### src/rtl/serial_adder_pkg.sv
// -----------------------------------------------------------------------------
// serial_adder_pkg
//   Shared definitions for the bit-serial three-channel adder: FSM state
//   encoding, channel indices, default sizing and the full-adder carry
//   function.
// -----------------------------------------------------------------------------
package serial_adder_pkg;

    localparam int DEFAULT_WIDTH = 8;
    localparam int DEFAULT_CNT_W = 4;

    typedef enum logic [1:0] {
        S_IDLE = 2'd0,
        S_CALC = 2'd1,
        S_DONE = 2'd2
    } state_t;

    typedef enum logic [1:0] {
        CH_ONE   = 2'd0,
        CH_TWO   = 2'd1,
        CH_THREE = 2'd2
    } ch_t;

    // Carry out of a 1-bit full adder.
    function automatic logic majority(input logic a, input logic b, input logic c);
        return (a & b) | (a & c) | (b & c);
    endfunction

endpackage

### src/rtl/serial_fa_cell.sv
// -----------------------------------------------------------------------------
// serial_fa_cell
//   One-bit full adder with a registered carry, shared by all three channels.
//
//   clk        : rising-edge clock
//   rst_n      : synchronous active-low reset (clears carry)
//   en         : advance the carry register by one bit
//   clr        : synchronous carry clear (start of each channel)
//   a, b       : current operand bits
//   sum        : combinational sum bit a ^ b ^ carry
//   carry_next : combinational carry out of this bit position
// -----------------------------------------------------------------------------
module serial_fa_cell
    import serial_adder_pkg::*;
(
    input  logic clk,
    input  logic rst_n,
    input  logic en,
    input  logic clr,
    input  logic a,
    input  logic b,
    output logic sum,
    output logic carry_next
);

    logic carry;

    assign sum        = a ^ b ^ carry;
    assign carry_next = majority(a, b, carry);

    // NOTE: state is updated with <= so every flop samples pre-edge values;
    // blocking assignments here would make results depend on block ordering.
    always_ff @(posedge clk) begin
        if (!rst_n || clr) begin
            carry <= 1'b0;
        end else if (en) begin
            carry <= carry_next;
        end
    end

endmodule

### src/rtl/serial_adder.sv
// -----------------------------------------------------------------------------
// serial_adder
//   Bit-serial three-channel adder. A single full-adder cell walks channel 1,
//   then 2, then 3, LSB first, one bit per clock. All three sums and carries
//   are published together in the DONE cycle.
//
//   clk                  : rising-edge clock
//   rst_n                : synchronous active-low reset
//   start                : request pulse, honoured only in IDLE
//   da_*/db_*            : per-channel operands, latched on the accepting edge
//   busy                 : high during the 3*WIDTH calculation cycles
//   done                 : one-cycle pulse when sum_*/cout_* update
//   sum_*                : (da_* + db_*) mod 2^WIDTH
//   cout_*               : carry out of each channel
// -----------------------------------------------------------------------------
module serial_adder
    import serial_adder_pkg::*;
#(
    parameter int WIDTH = DEFAULT_WIDTH,
    parameter int CNT_W = DEFAULT_CNT_W
) (
    input  logic             clk,
    input  logic             rst_n,
    input  logic             start,
    input  logic [WIDTH-1:0] da_one,
    input  logic [WIDTH-1:0] db_one,
    input  logic [WIDTH-1:0] da_two,
    input  logic [WIDTH-1:0] db_two,
    input  logic [WIDTH-1:0] da_three,
    input  logic [WIDTH-1:0] db_three,
    output logic             busy,
    output logic             done,
    output logic [WIDTH-1:0] sum_one,
    output logic [WIDTH-1:0] sum_two,
    output logic [WIDTH-1:0] sum_three,
    output logic             cout_one,
    output logic             cout_two,
    output logic             cout_three
);

    state_t           state;
    ch_t              ch;
    logic [CNT_W-1:0] bit_cnt;

    logic [WIDTH-1:0] a_sr [3];
    logic [WIDTH-1:0] b_sr [3];
    logic [WIDTH-1:0] r_sr [3];
    logic             cout_one_r;
    logic             cout_two_r;

    logic a_bit;
    logic b_bit;
    logic fa_sum;
    logic fa_carry_next;
    logic last_bit;
    logic accept;

    assign last_bit = (bit_cnt == CNT_W'(WIDTH - 1));
    assign accept   = (state == S_IDLE) && start;

    // Select the LSB of the channel currently being processed.
    always_comb begin
        // NOTE: defaults first so every path assigns both outputs and no
        // latch is inferred when ch holds an unused encoding.
        a_bit = 1'b0;
        b_bit = 1'b0;
        case (ch)
            CH_ONE: begin
                a_bit = a_sr[0][0];
                b_bit = b_sr[0][0];
            end
            CH_TWO: begin
                a_bit = a_sr[1][0];
                b_bit = b_sr[1][0];
            end
            CH_THREE: begin
                a_bit = a_sr[2][0];
                b_bit = b_sr[2][0];
            end
            default: ;
        endcase
    end

    // Carry is cleared on accept and after each channel's final bit so the
    // next channel starts from a zero carry-in.
    serial_fa_cell u_fa (
        .clk        (clk),
        .rst_n      (rst_n),
        .en         (state == S_CALC),
        .clr        (accept || ((state == S_CALC) && last_bit)),
        .a          (a_bit),
        .b          (b_bit),
        .sum        (fa_sum),
        .carry_next (fa_carry_next)
    );

    always_ff @(posedge clk) begin
        if (!rst_n) begin
            state      <= S_IDLE;
            ch         <= CH_ONE;
            bit_cnt    <= '0;
            busy       <= 1'b0;
            done       <= 1'b0;
            cout_one_r <= 1'b0;
            cout_two_r <= 1'b0;
            sum_one    <= '0;
            sum_two    <= '0;
            sum_three  <= '0;
            cout_one   <= 1'b0;
            cout_two   <= 1'b0;
            cout_three <= 1'b0;
            // NOTE: the shift-register arrays are reset as well, so an
            // aborted run cannot leak partial operands or sums into later
            // results.
            for (int i = 0; i < 3; i++) begin
                a_sr[i] <= '0;
                b_sr[i] <= '0;
                r_sr[i] <= '0;
            end
        end else begin
            case (state)
                S_IDLE: begin
                    done <= 1'b0;
                    if (start) begin
                        a_sr[0] <= da_one;
                        b_sr[0] <= db_one;
                        a_sr[1] <= da_two;
                        b_sr[1] <= db_two;
                        a_sr[2] <= da_three;
                        b_sr[2] <= db_three;
                        ch      <= CH_ONE;
                        bit_cnt <= '0;
                        busy    <= 1'b1;
                        state   <= S_CALC;
                    end
                end

                S_CALC: begin
                    a_sr[ch] <= a_sr[ch] >> 1;
                    b_sr[ch] <= b_sr[ch] >> 1;
                    r_sr[ch] <= {fa_sum, r_sr[ch][WIDTH-1:1]};
                    if (last_bit) begin
                        bit_cnt <= '0;
                        case (ch)
                            CH_ONE: begin
                                cout_one_r <= fa_carry_next;
                                ch         <= CH_TWO;
                            end
                            CH_TWO: begin
                                cout_two_r <= fa_carry_next;
                                ch         <= CH_THREE;
                            end
                            default: begin
                                // Channel three's last bit and carry are
                                // still in flight on this edge, so they are
                                // taken straight from the adder cell.
                                sum_one    <= r_sr[0];
                                sum_two    <= r_sr[1];
                                sum_three  <= {fa_sum, r_sr[2][WIDTH-1:1]};
                                cout_one   <= cout_one_r;
                                cout_two   <= cout_two_r;
                                cout_three <= fa_carry_next;
                                ch         <= CH_ONE;
                                busy       <= 1'b0;
                                done       <= 1'b1;
                                state      <= S_DONE;
                            end
                        endcase
                    end else begin
                        bit_cnt <= bit_cnt + CNT_W'(1);
                    end
                end

                S_DONE: begin
                    done  <= 1'b0;
                    state <= S_IDLE;
                end

                default: begin
                    busy  <= 1'b0;
                    done  <= 1'b0;
                    state <= S_IDLE;
                end
            endcase
        end
    end

endmodule

### config.mk
export PLATFORM = sky130hd
export DESIGN_NAME = serial_adder
export DESIGN_NICKNAME = d
export VERILOG_FILES = /design/src/rtl/serial_adder_pkg.sv /design/src/rtl/serial_fa_cell.sv /design/src/rtl/serial_adder.sv
export SDC_FILE = /design/constraint.sdc
export NUM_CORES = 1
export LEC_CHECK = 0
export CORE_MARGIN = 5
export CORE_UTILIZATION = 59
export CTS_CLUSTER_SIZE = 14
export DETAILED_ROUTE_END_ITERATION = 8
export PLACE_DENSITY = 0.87
export SYNTH_ARGS = -nofsm -noshare
export SYNTH_HDL_FRONTEND = slang
export SYNTH_SLANG_ARGS = --single-unit
### constraint.sdc
create_clock -name clk -period 7.2 [get_ports clk]
set_input_delay 1.44 -clock clk [delete_from_list [all_inputs] [get_ports clk]]
set_output_delay 1.44 -clock clk [all_outputs]
set_load 0.02 [all_outputs]
==> flow_metrics.env <==
export IMPL_power_density_nw_per_um2=252
export IMPL_timing_hold_ws_ps=471
export IMPL_worstHoldPathType="register to register"
export IMPL_cts_buffers=17
export IMPL_use_met1=0.303
export IMPL_synthCells=433
export IMPL_synth_fa_ha_area_frac=0.00575
export IMPL_cap_violations=0
export IMPL_cp_start_kind="primary input"
export IMPL_status="complete, no violations"
export IMPL_ys_types=45
export IMPL_worst_pin_slew_ps=1220
export IMPL_grt_pass1_vias=4037
export IMPL_finClkSkew_ps=11.2
export IMPL_cp_cell_sequence="clkdlybuf4s50_1 > nand3_1 > nor3b_2 > buf_4"
export IMPL_tns_ps=0
export IMPL_grt_pass1_wl_um=21100
export IMPL_fmax_mhz=296
export IMPL_clkLatencyLatePin_ps=520
export IMPL_post_cts_setup_buffers=0
export IMPL_drc=0
export IMPL_period_share=0.469
export IMPL_utilization=0.760
export IMPL_place_hpwl_um=8630
export IMPL_end_kind="register"
export IMPL_met3_usage=0.0618
export IMPL_timing_rr_end="b_sr[2][0]"
export IMPL_drt_iter0_markers=260
export IMPL_fp_row_count=35
export IMPL_setup_viol=0
export IMPL_cts_tree="done"
export IMPL_ys_flop_type="edfxtp_1"
export IMPL_busiest_layer="met2"
export IMPL_synth_edff_count=84
export IMPL_synth_compound_area_share=0.149
export IMPL_antenna_cells=0
export IMPL_async_reset_ff_frac=0
export IMPL_totalPowerFinal_mw=1.78
export IMPL_grt_overflow_total=0
export IMPL_cp_num_buf_inv=2
export IMPL_wl_per_cell_um=20.5
export IMPL_routed_wl_um=13100
export IMPL_clock_sinks=132
export IMPL_post_route_min_period_ps=3380
export IMPL_dp_slack_ps=3360
export IMPL_drt_pass1_iterations=5
export IMPL_synth_area_um2=5650
export IMPL_rrSetupSlack_ps=4320
export IMPL_synth_fp_nets=486
export IMPL_h_tree_depth=4
export IMPL_globalRouteMet2Util=0.395
export IMPL_fillers=596
export IMPL_grt_max_degree=49
export IMPL_grt_util_all_layers=0.239
export IMPL_min_delay_start="b_sr[1][7]"
export IMPL_yosysSeqAreaShare=0.616
export IMPL_synth_top_family_by_area="compound AO/OA/AOI/OAI gates"
export IMPL_postCtsHoldBufs=0
export IMPL_timing_rr_start="state[0]"
export IMPL_vias=3979
export IMPL_hold_viol=0
export IMPL_p_leak_nw=2.42
export IMPL_cp_required_ps=7410
export IMPL_cp_slowest_cell="clkdlybuf4s50_1"
export IMPL_clock_path_buffers=2
export IMPL_die_area_um2=11600
export IMPL_drive_gt1_frac=0.124
export IMPL_die_h_um=108
export IMPL_crit_type="primary input to register"
export IMPL_viasPerCell=6.24
export IMPL_rsz0062_at_grt="no"
export IMPL_hold_depth=2
export IMPL_start_util=0.609
export IMPL_yosys_area_share_simple=0.109
export IMPL_ys_seq_elements=132
export IMPL_path_clk_slew_ps=60
export IMPL_reg2reg_depth=3
export IMPL_synth_warnings=0
export IMPL_ios=80
export IMPL_cp_top_family="buffers and inverters"
export IMPL_final_nets=549
export IMPL_slowest_delay_ps=900
export IMPL_antenna_found_initial=0
export IMPL_hold_end="b_sr[1][7]"
export IMPL_syn_to_final_growth_pct=24.7
export IMPL_synth_xor_area_frac=0
export IMPL_die_w_um=108
export IMPL_globalplace_congestion=0.775
export IMPL_core_area_um2=9280
export IMPL_worstPathArrival_ps=3590
export IMPL_syn_avg_cell_area_um2=13.1
export IMPL_relSlewSlack=0.185
export IMPL_slew_viol_final=0
export IMPL_max_vdd_ir_drop_mv=0.174
export IMPL_setup_ws_ps=3820
export IMPL_cts_resized=0
export IMPL_final_antenna_net_count=0
export IMPL_port_buffers=79
export IMPL_cts_root_buf="clkbuf_8"
export IMPL_crit_fanout=20
export IMPL_synth_mux_area_frac=0.0828
==> routing by layer <==
layer / vias up / wire, um / share of wire
met2: 208 / 6590 / 0.50
met3: 23 / 974 / 0.075
met5: - / 0 / 0
met4: 0 / 228 / 0.017
met1: 1934 / 5270 / 0.40
li1: 1814 / - / -
==> state kept, by name, summed over array words and instances (netlist names), named ones only <==
name        count
a_sr           30
b_sr           30
bit_cnt         4
busy            1
ch              2
cout_one        1
cout_one_r      1
cout_three      1
cout_two        1
cout_two_r      1
done            1
r_sr           30
state           2
sum_one         8
sum_three       8
sum_two         8
u_fa.carry      1
==> cells in the final DEF (no fill, tap or decap), drive strengths merged, types with 2 or more instances in the layout <==
master and count:
and3 8, nor2b 4, clkinv 7, nor2 8, nor4bb 2, buf 4, dfxtp 48, inv 8
mux2i 4, a22o 42, and2 16, a221oi 2, clkdlybuf4s50 79, a211oi 3, nand4bb 2, a21oi 37
o21ai 27, or3 2, nor3 4, edfxtp 84, nand3 33, nand2b 3, clkbuf 21, a31oi 3
a311oi 2, nor3b 2, nand2 18, a32o 2, a22oi 2, o2bb2ai 2, mux4 19
==> through the flow <==
stage          cell area, um^2  std cells
2_1_floorplan             5650        433
3_3_place_gp              6460        606
3_5_place_dp              6460        606
4_1_cts                   7050        638
5_1_grt                   7050        638
6_report                  7050        638
==> cell type report <==
type,instances,area [um^2],share of cell area
clock inverters,11,86.3,0.0122
well taps,129,161,0.0229
flip-flops and latches,132,3480,0.494
repair buffers,83,821,0.116
multi-input cells,258,1990,0.282
inverters,4,15.0,0.00213
clock buffers,21,497,0.0704
==> power breakdown <==
part | switching (mW) | internal [mW] | leakage, nW
logic | 0.0533 | 0.0534 | 0.869
clock network | 0.325 | 0.494 | 0.292
registers | 0.0135 | 0.838 | 1.26
total | 0.392 | 1.39 | 2.42
==> tightest hold or removal path, stage by stage (launching register included) <==
cell,delay (ps)
dfxtp_1,310
nand3_1,60
a21oi_1,50
==> logic make-up after synthesis <==
family	after synthesis
muxes	23
and+or+nand+nor	108
DFF	132
adders and majority gates	2
buffers and inverters	43
AOI/OAI and AO/OA	125
==> synth_stat cells, types with 3 or more instances <==
cell,number,area (um^2)
a211oi_1,3,22.5
a21oi_1,37,185
a22o_1,42,368
a31oi_1,3,18.8
and2_1,15,93.8
and3_1,8,50.1
buf_2,11,55.1
buf_4,8,60.1
clkbuf_1,19,71.3
dfxtp_1,48,961
edfxtp_1,84,2520
inv_1,4,15.0
mux2i_1,4,40.0
mux4_2,19,428
nand2_1,18,67.6
nand3_1,33,165
nor2_1,7,26.3
nor2b_1,4,25.0
nor3_1,4,20.0
o21ai_0,27,135
==> how the worst max path moves through the flow <==
stage | to | slack, ps | cells after the start | startpoint
final | r_sr[3][6] | 3820 | 4 | rst_n
after global routing | r_sr[3][3] | 3690 | 4 | rst_n
after CTS | r_sr[3][5] | 3870 | 4 | rst_n
after detailed placement | r_sr[3][2] | 3360 | 4 | rst_n
after global placement | r_sr[3][4] | 3450 | 4 | rst_n
after floorplan | a_sr[3][1] | 3480 | 3 | rst_n
No activity file was read; power rests on OpenSTA's default activity.
